### config.mk
export PLATFORM = sky130hd
export DESIGN_NAME = mod_counter
export DESIGN_NICKNAME = d
export VERILOG_FILES = /design/src/rtl/mod_counter.sv
export SDC_FILE = /design/constraint.sdc
export NUM_CORES = 1
export LEC_CHECK = 0
export ABC_AREA = 1
export CAP_MARGIN = 20
export CORE_UTILIZATION = 51
export DETAILED_ROUTE_END_ITERATION = 6
export PLACE_DENSITY = 0.8
export SETUP_SLACK_MARGIN = 0.1
export SYNTH_ARGS = -nofsm -noshare
export SYNTH_HDL_FRONTEND = slang
export SYNTH_SLANG_ARGS = --single-unit
### constraint.sdc
create_clock -name clk -period 4 [get_ports clk]
set_input_delay 0.6 -clock clk [delete_from_list [all_inputs] [get_ports clk]]
set_output_delay 0.6 -clock clk [all_outputs]
set_load 0.05 [all_outputs]
### src/rtl/mod_counter.sv
// rtl/mod_counter.sv - up/down modulo counter with wrap/saturate, tc pulse and sticky overflow
// Optional prescaler on the enable path is built when COUNTER_PRESCALE_EN is defined.
module mod_counter #(
    parameter int WIDTH    = 8,
    parameter int MAX      = 255,
    parameter int SATURATE = 0
`ifdef COUNTER_PRESCALE_EN
    ,
    parameter int PRESCALE_WIDTH = 4
`endif
) (
    input  logic             clk,
    input  logic             rst_n,
    input  logic             clear,
    input  logic             load,
    input  logic [WIDTH-1:0] load_value,
    input  logic             en,
    input  logic             up,
`ifdef COUNTER_PRESCALE_EN
    input  logic [PRESCALE_WIDTH-1:0] prescale_div,
`endif
    output logic [WIDTH-1:0] count,
    output logic             tc,
    output logic             overflow
);

    localparam logic [WIDTH-1:0] MAX_V = WIDTH'(MAX);
    localparam logic [WIDTH-1:0] ONE_V = WIDTH'(1);

    logic [WIDTH-1:0] load_clamped;
    logic             step;
    logic             at_max;
    logic             at_zero;

    // A full-range counter can never be loaded out of range, so skip the compare.
    generate
        if (MAX == (2 ** WIDTH) - 1) begin : g_no_clamp
            assign load_clamped = load_value;
        end else begin : g_clamp
            assign load_clamped = (load_value > MAX_V) ? MAX_V : load_value;
        end
    endgenerate

    assign at_max  = (count == MAX_V);
    assign at_zero = (count == '0);

`ifdef COUNTER_PRESCALE_EN
    logic [PRESCALE_WIDTH-1:0] prescaler;

    assign step = en && (prescaler == prescale_div);

    always_ff @(posedge clk) begin
        if (!rst_n || clear || load || step) begin
            prescaler <= '0;
        end else if (en) begin
            prescaler <= prescaler + PRESCALE_WIDTH'(1);
        end
    end
`else
    assign step = en;
`endif

    always_ff @(posedge clk) begin
        if (!rst_n) begin
            count    <= '0;
            tc       <= 1'b0;
            overflow <= 1'b0;
        end else if (clear) begin
            count    <= '0;
            tc       <= 1'b0;
            overflow <= 1'b0;
        end else if (load) begin
            count <= load_clamped;
            tc    <= 1'b0;
        end else if (step) begin
            if (up) begin
                if (at_max) begin
                    count    <= (SATURATE != 0) ? MAX_V : '0;
                    tc       <= 1'b1;
                    overflow <= 1'b1;
                end else begin
                    count <= count + ONE_V;
                    tc    <= 1'b0;
                end
            end else begin
                if (at_zero) begin
                    count    <= (SATURATE != 0) ? '0 : MAX_V;
                    tc       <= 1'b1;
                    overflow <= 1'b1;
                end else begin
                    count <= count - ONE_V;
                    tc    <= 1'b0;
                end
            end
        end else begin
            tc <= 1'b0;
        end
    end

endmodule

==> run metrics, run 1 <==
Crit Path Max Fanout=11; TritonCTS clock tree=done; detailed placement HPWL=1720 um; Max stage delay cell, worst path=clkdlybuf4s50_1; Post-Place Cells=172; fin crit period=2.332 ns; P_leak=0.4656 nW; clock sink total=10; WHS Path Cells=2; Core Util, Final=72.06%; Top FF cell, synth=dfxtp_1; Placement Cell Area=0.001100 mm^2; cells along the critical path=clkdlybuf4s50_1; HP Class=reg -> reg; wire length per cell=13.20 um; Final #Nets=178; initial core utilization=56.59%; total of max-cap violations=0; EDFF count, synth=0; PnR worst setup slack=1.668 ns; final number of setup-violating endpoints=0; vias in the first global route=875; die area=0.001921 mm^2; flops & latches, synth=10; CP Capture Type=primary output; ys async rst share=0%; synthesized area per cell=6.418 um^2; PD cells=277.7 mW/mm^2; failing checks=design-rule violations; fin. max-slew vios=0; status=complete, but fails checks; Max Clk Rate=0.4288 GHz; Via Count=1010; cell area after synthesis=892.1 um^2; Post-route DRC=3; Post-Syn Nets=156; start point of the worst hold path=overflow; total power=0.3154 mW; Post-Route WL=2324 um; n_diodes=0; Final ANT Viol Nets=0; reg2reg end=count[0]; reg2reg start=count[0]; post-route cell area=0.001136 mm^2; Clock Path Buffers=2; CTS buffer count=3; Die Span Y=43.83 um; crit path launch type=flip-flop; R2R setup slack=2.43 ns; io pins=24; Area Overhead vs Synth=27.35%; most frequent cells in the layout=nand2_1, clkdlybuf4s50_1, nand3_1; Rows=14; Root Driver=clkbuf_4; final hold slack=0.4795 ns; leading cell type in the layout, fill and taps excluded=nand2_1; Worst path top cell family by delay=buffers and inverters; Total GRT Usage=27.51%; Worst EP arrival=1.73 ns; synth warn=0; later-pin clock latency in the skew report=0.28 ns; clk slew on worst S/H paths=0.08 ns; unique cell type count in the Yosys netlist=28; cts hold-fix bufs=0; setup bufs post-CTS=0; Iter 0 DRT Violations=68; total grt overflow=0; hold endpoint=overflow; skew final=0.001598 ns; sequential share of the synthesized area=22.44%; Cells after Synth=139; core outline area=0.001577 mm^2; Required @ worst endpoint=3.40 ns; total negative slack=0 ns; H-tree levels=1; Fin. Hold Viols=0; first-pass GRT wire length=3884 um; share of cells above drive strength 1=15.00%; largest net degree at the start of global routing=12; dpl ws=1.985 ns; Crit Path Class=reg -> out; delay of the slowest critical-path stage=0.88 ns; period utilisation layout=58.31%; unrepaired setup endpoints after global routing=false; post-route insts no fill=176; peak supply drop=0.0002366 V; antenna violations before repair=0; CP Depth=1; # resized after CTS=0; Slew HR=66.92%; Vias/cell=5.739; critical path buffer and inverter count=1; Pre-antenna DRT Iters=6; Port-buffer cells=23; slew at the pin closest to its max-slew limit=0.4947 ns; GPL Wtd Cong=0.9075; Die X=43.83 um; r2r worst-path depth=8
## cells by family after synthesis
| group | count (synthesis) | share of synthesized area, % |
|---|---|---|
| flops | 10 | 22.44 |
| simple gates | 71 | 38.57 |
| compound gates | 27 | 18.51 |
| fa+ha+maj | 3 | 4.208 |
| buf+inv | 24 | 12.34 |
| xor+xnor | 4 | 3.928 |
## sequential cells by signal, indices dropped and copies added, names as in the netlist
signal	count
tc	1
count	8
overflow	1
## Yosys cell counts, types with 3 or more instances
master	number	area share [%]
nor2_1	11	4.6
dfxtp_1	10	22
o221ai_1	3	2.9
a22oi_1	3	2.5
ha_1	3	4.2
o21ai_0	6	3.4
nor2_4	3	3.8
nand2_1	30	13
xor2_1	3	2.9
nor2_2	3	2.1
inv_2	7	2.9
a31oi_1	3	2.1
nand3_1	14	7.9
a21oi_1	7	3.9
nand4_1	3	2.1
o21ai_1	3	1.7
inv_1	11	4.6
buf_4	3	2.5
## routing by layer
| metal | track usage [%] | routed length [um] | up-vias |
|---|---|---|---|
| met3 | 7.500 | 204 | 10 |
| met5 | 0 | 0 | - |
| met1 | 33.75 | 992 | 444 |
| met4 | 11.25 | 47 | 0 |
| li1 | - | - | 505 |
| met2 | 45.07 | 1079 | 51 |
## final cells by class
type / count / area (um^2)
Multi-Input combinational cell: 105 / 581.8
Fill cell: 133 / 440.4
Timing Repair Buffer: 23 / 230.2
Sequential cell: 10 / 200.2
Inverter: 18 / 67.56
Clock buffer: 4 / 36.28
Tap cell: 16 / 20.02
## worst max path at each step
stage,end,slack (ns),startpoint
global placement,count[4],1.99,count[4]
detailed placement,count[2],1.99,count[2]
finish,count[2],1.67,count[2]
global route,count[2],1.60,count[2]
floorplan,count[3],2.31,count[0]
CTS,count[2],1.68,count[2]
## power by group
group | internal, mW | switching [mW]
sequential | 0.104 | 0.0102
combinational | 0.0416 | 0.0618
clock | 0.0554 | 0.0425
total | 0.201 | 0.114
(Power assumes the default switching activity.)
==> run 2, diff against run 1 <==
--- a/config.mk
+++ b/config.mk
@@ -7,9 +7,9 @@
 export LEC_CHECK = 0
 export ABC_AREA = 1
 export CAP_MARGIN = 20
-export CORE_UTILIZATION = 51
+export CORE_UTILIZATION = 43
 export DETAILED_ROUTE_END_ITERATION = 6
-export PLACE_DENSITY = 0.8
+export PLACE_DENSITY = 0.71
 export SETUP_SLACK_MARGIN = 0.1
 export SYNTH_ARGS = -nofsm -noshare
 export SYNTH_HDL_FRONTEND = slang
==> constraint.sdc (replaced) <==
create_clock -name clk -period 2.1 [get_ports clk]
set_input_delay 0.315 -clock clk [delete_from_list [all_inputs] [get_ports clk]]
set_output_delay 0.315 -clock clk [all_outputs]
set_load 0.05 [all_outputs]
==> run 2 against run 1 <==
Effect of this change: the run now ends clean; final cell count increased by 9.1%; critical endpoint is now count[1]; wire length rose by 4.5%; register-to-register slack worse by 1.9 ns; clock-buffer cell count is the same; power up 92%; die area is 18% higher; critical path depth unchanged; global-route usage shrank 4.0 points; design area up 4.4%; sequential cell count unchanged; highest routed layer unchanged; combinational power up 100%; via count is essentially flat.
==> run metrics, run 2 (synthesis gave the netlist of run 1 again) <==
status=complete, no violations; post-route cell area=0.001186 mm^2 (+4.4%); Vias/cell=5.266 (-8.2%); Multi-input gate area=581.8 um^2 (unchanged); vias in the first global route=831 (-5.0%); Root Driver=clkbuf_4; highest metal used=met4; Total GRT Usage=23.53% (-4.0 points); Fin. Hold Viols=0 (unchanged); leading cell type in the layout, fill and taps excluded=nand2_1; sequential share of power=34.4% (-1.8 points); Largest regs=count: 8 flops, overflow: 1 flops, tc: 1 flops; GPL Wtd Cong=0.9071 (about the same); CTS buffer count=3 (unchanged); initial core utilization=45.47% (-11 points); Core Util, Final=60.46% (-12 points); detailed placement HPWL=1850 um (+7.6%); total of max-cap violations=0 (unchanged); Crit Path Max Fanout=6 (-5); delay of the slowest critical-path stage=0.85 ns (-0.03 ns); PD cells=511.0 mW/mm^2 (+84%); Slew HR=66.46% (-0.46 points); H-tree levels=1 (unchanged); Post-Route WL=2428 um (+4.5%); skew final=0.006091 ns (+0.004494 ns); Die X=47.55 um (+8.5%); critical path buffer and inverter count=1 (unchanged); HP Class=reg -> reg; Placement Cell Area=0.001151 mm^2 (+4.7%); Final #Nets=183 (+2.8%); Worst EP arrival=1.57 ns (-0.16 ns); total negative slack=0 ns (unchanged); fin. max-slew vios=0 (unchanged); Most flops, register=count; # resized after CTS=1 (+1); core outline area=0.001962 mm^2 (+24%); fin crit period=1.883 ns; total power=0.6061 mW (+92%); share of cells above drive strength 1=17.58% (+2.6 points); cells along the critical path=clkdlybuf4s50_1; Die Span Y=47.55 um (+8.5%); filler instances=211 (+59%); Via Count=1011 (+0.099%); CP Capture Type=primary output; Pint=0.3880 mW (+93%); largest net degree at the start of global routing=12 (unchanged); period utilisation layout=89.64%; Rows=16 (+2); Required @ worst endpoint=1.78 ns (-1.62 ns); Storage cell area=200.2 um^2 (unchanged); Max stage delay cell, worst path=clkdlybuf4s50_1; slew at the pin closest to its max-slew limit=0.5016 ns (+0.006926 ns); Pre-antenna DRT Iters=4 (-2); Post-route DRC=0 (-3); met2 WL=1143 um (+5.9%); CP Depth=1 (unchanged); WHS Path Cells=2 (unchanged); clk slew on worst S/H paths=0.08 ns (about the same); clock share of power=30.9% (-0.2 points); cts hold-fix bufs=0 (unchanged); peak supply drop=0.0003350 V (+42%); Clock Path Buffers=2 (unchanged); Max Clk Rate=0.5312 GHz; die area=0.002261 mm^2 (+18%); Area Overhead vs Synth=32.96%; unrepaired setup endpoints after global routing=false; first-pass GRT wire length=3629 um (-6.6%); later-pin clock latency in the skew report=0.28 ns (about the same); TritonCTS clock tree=done; Final ANT Viol Nets=0 (unchanged); setup bufs post-CTS=0 (unchanged); P_leak=0.4957 nW (+6.5%); r2r worst-path depth=8 (unchanged); total grt overflow=0 (unchanged); antenna violations before repair=0 (unchanged); wl on met1=1102 um (+11%); wire length per cell=12.65 um (-4.2%); max FFs per register=8 (unchanged); most frequent cells in the layout=nand2_1, clkdlybuf4s50_1, nand3_1; final number of setup-violating endpoints=0 (unchanged); Crit Path Class=reg -> out; Gate power share=34.7% (+1.9 points); Psw=0.2182 mW (+91%); n_diodes=0 (unchanged); io pins=24 (unchanged); sw frac=35.99% (-0.30 points); Port-buffer cells=23 (unchanged); Worst path top cell family by delay=buffers and inverters; clock sink total=10 (unchanged); Met3 Routed Length=111 um (-46%); crit path launch type=flip-flop; Iter 0 DRT Violations=17 (-75%)
[run 2: stage by stage]
step	cells	hold slack, ns	setup slack [ns]
global placement	188	0.4472	0.3911
CTS	192	0.4731	0.2102
finish	192	0.4758	0.2175
floorplan	139	0.4837	0.4067
detailed placement	188	0.4549	0.3676
global route	192	0.5210	0.1740
[run 2: routing by layer]
metal | track usage [%] | vias to the layer above
met2 | 38.90 | 31
li1 | - | 516
met5 | 0 | -
met4 | 13.89 | 0
met3 | 2.642 | 7
met1 | 29.41 | 457
[run 2: layout make-up]
cell class | instances | area share (%)
Timing Repair Buffer | 28 | 22.47
Sequential cell | 10 | 16.88
Tap cell | 27 | 2.848
Clock buffer | 4 | 3.059
Inverter | 18 | 5.696
Multi-Input combinational cell | 105 | 49.05
[run 2: path summary, 6_finish.rpt]
| check | from | end | slack (ns) |
|---|---|---|---|
| worst min-delay path | overflow | overflow | 0.48 |
| worst max-delay path | count[1] | count[1] | 0.22 |
| worst min register to register | overflow | overflow | 0.48 |
| worst max register to register | count[1] | count[0] | 0.55 |
[run 2: power groups by stage]
stage | Combinational [mW] | Sequential (mW) | Clock [mW]
2_1_floorplan | 0.116 | 0.239 | 0
4_1_cts | 0.211 | 0.208 | 0.189
6_report | 0.211 | 0.208 | 0.187
3_5_place_dp | 0.210 | 0.212 | 0
5_1_grt | 0.231 | 0.210 | 0.201
3_3_place_gp | 0.208 | 0.212 | 0
[run 2: worst min-delay path: cells and delay by family, from the launching register on]
kind	cells	cell delay (ns)
flip-flops	1	0.33
AO/OA/AOI/OAI	1	0.06
AND/OR/NAND/NOR	1	0.05
==> run 3, diff against run 2 <==
--- a/config.mk
+++ b/config.mk
@@ -11,6 +11,7 @@
 export DETAILED_ROUTE_END_ITERATION = 6
 export PLACE_DENSITY = 0.71
 export SETUP_SLACK_MARGIN = 0.1
+export SKIP_CTS_REPAIR_TIMING = 1
 export SYNTH_ARGS = -nofsm -noshare
 export SYNTH_HDL_FRONTEND = slang
 export SYNTH_SLANG_ARGS = --single-unit
==> run 3 against run 2 <==
Effect of this change: non-clock buffer count did not move; fmax stayed put; clock power is essentially flat; sequential share of layout area is 0.053 points lower; design area up 0.32%; first-iteration DRC count is the same; die area unchanged; critical path depth stayed put.
==> run metrics, run 3 (synthesis gave the netlist of run 1 again) <==
status=complete, no violations; final number of setup-violating endpoints=0 (unchanged); Die X=47.55 um (unchanged); Port-buffer cells=23 (unchanged); post-route insts no fill=192 (unchanged); Gate power share=34.8% (about the same); Post-Route WL=2430 um (about the same); most frequent cells in the layout=nand2_1, clkdlybuf4s50_1, nand3_1; Total GRT Usage=23.53% (unchanged); P_leak=0.5081 nW (+2.5%); detailed placement HPWL=1850 um (unchanged); Rows=16 (unchanged); PnR worst setup slack=0.2175 ns (unchanged); antenna violations before repair=0 (unchanged); Most flops, register=count; Via Count=1011 (unchanged); Fin. Hold Viols=0 (unchanged); Pint=0.3886 mW (+0.16%); Iter 0 DRT Violations=17 (unchanged); vias in the first global route=831 (unchanged); Final ANT Viol Nets=0 (unchanged); unrepaired setup endpoints after global routing=false; Clock Path Buffers=2 (unchanged); TritonCTS clock tree=done; io pins=24 (unchanged); total grt overflow=0 (unchanged); start point of the worst hold path=overflow; PD cells=510.0 mW/mm^2 (-0.21%); final hold slack=0.4758 ns (unchanged); share of cells above drive strength 1=17.58% (unchanged); initial core utilization=45.47% (unchanged); Final #Nets=183 (unchanged); max FFs per register=8 (unchanged); Post-route DRC=0 (unchanged); largest net degree at the start of global routing=12 (unchanged); dpl ws=0.3676 ns (unchanged); Placement Cell Area=0.001151 mm^2 (unchanged); crit path launch type=flip-flop; sw frac=35.96% (-0.036 points); reg2reg end=count[0]; clock share of power=30.9% (about the same); Psw=0.2182 mW (about the same); leading cell type in the layout, fill and taps excluded=nand2_1; peak supply drop=0.0003350 V (about the same); core outline area=0.001962 mm^2 (unchanged); R2R setup slack=0.55 ns (about the same); Largest regs=count: 8 flops, overflow: 1 flops, tc: 1 flops; total negative slack=0 ns (unchanged); n_diodes=0 (unchanged); reg2reg start=count[1]; clk slew on worst S/H paths=0.08 ns (about the same); skew final=0.006091 ns (unchanged); Crit Path Class=reg -> out; Root Driver=clkbuf_4; later-pin clock latency in the skew report=0.28 ns (about the same); period utilisation layout=89.64% (unchanged); CP Capture Type=primary output; H-tree levels=1 (unchanged); Pre-antenna DRT Iters=4 (unchanged); Worst path top cell family by delay=buffers and inverters; clock sink total=10 (unchanged); HP Class=reg -> reg; Max stage delay cell, worst path=clkdlybuf4s50_1; Required @ worst endpoint=1.78 ns (about the same); GPL Wtd Cong=0.9071 (unchanged); Slew HR=66.46% (unchanged); r2r worst-path depth=8 (unchanged); delay of the slowest critical-path stage=0.85 ns (about the same); slew at the pin closest to its max-slew limit=0.5016 ns (unchanged); Post-Place Cells=188 (unchanged); Crit Path Max Fanout=6 (unchanged); die area=0.002261 mm^2 (unchanged); Die Span Y=47.55 um (unchanged); filler instances=211 (unchanged); sequential share of power=34.3% (about the same); first-pass GRT wire length=3629 um (unchanged); CTS buffer count=3 (unchanged); fin crit period=1.883 ns (unchanged); cells along the critical path=clkdlybuf4s50_1; critical path buffer and inverter count=1 (unchanged); post-route cell area=0.001190 mm^2 (+0.32%); fin. max-slew vios=0 (unchanged); Max Clk Rate=0.5312 GHz (unchanged); Worst EP arrival=1.57 ns (about the same); WHS Path Cells=2 (unchanged); total of max-cap violations=0 (unchanged); hold endpoint=overflow; Area Overhead vs Synth=33.38%; Vias/cell=5.266 (unchanged); wire length per cell=12.66 um (about the same)
run 3: cell types whose count changed in the layout (fill, tap and decap cells not counted):
| cell | before | now |
|---|---|---|
| dlygate4sd2_1 | 1 | 0 |
| dlymetal6s2s_1 | 0 | 1 |
run 3: worst max path at each step:
stage	start	end	cells after the start	slack, ns
final	count[1]	count[1]	1	0.22
after global routing	count[0]	count[0]	1	0.17
after CTS	count[2]	count[2]	1	0.06
after detailed placement	count[2]	count[2]	1	0.37
after global placement	count[2]	count[2]	1	0.39
after floorplan	count[0]	count[3]	8	0.41
run 3: per-layer routing:
layer / routed length (um) / GRT usage [%] / vias to the layer above
met5: 0 / 0 / -
met1: 1107 / 29.41 / 457
li1: - / - / 516
met4: 71 / 13.89 / 0
met3: 108 / 2.642 / 7
met2: 1143 / 38.90 / 31
run 3: layout make-up:
type	count	area (um^2)	share of cell area, %
Multi-Input combinational cell	105	581.8	48.90
Timing Repair Buffer	28	270.3	22.71
Sequential cell	10	200.2	16.82
Inverter	18	67.56	5.678
Clock buffer	4	36.28	3.049
Tap cell	27	33.78	2.839
run 3: power groups by stage:
stage | sequential, mW | clock, mW | combinational [mW]
2_1_floorplan | 0.239 | 0 | 0.116
3_3_place_gp | 0.212 | 0 | 0.208
3_5_place_dp | 0.212 | 0 | 0.210
4_1_cts | 0.208 | 0.189 | 0.211
5_1_grt | 0.210 | 0.201 | 0.232
6_report | 0.208 | 0.187 | 0.211
run 3: worst register-to-register path: stages (launching register included):
cell and delay (ns):
dfxtp_1 0.45, ha_1 0.26, nand2_1 0.11, nor2_2 0.19
nand2_1 0.10, o21ai_1 0.12, o21ai_0 0.10, nand2_1 0.06
a21oi_1 0.06
run 3: through the flow:
stage | utilization [%] | total power, mW
2_1_floorplan | - | 0.3555
3_3_place_gp | 58.67 | 0.4207
3_5_place_dp | 58.67 | 0.4226
4_1_cts | 60.52 | 0.6087
5_1_grt | 60.65 | 0.6422
6_report | 60.65 | 0.6068
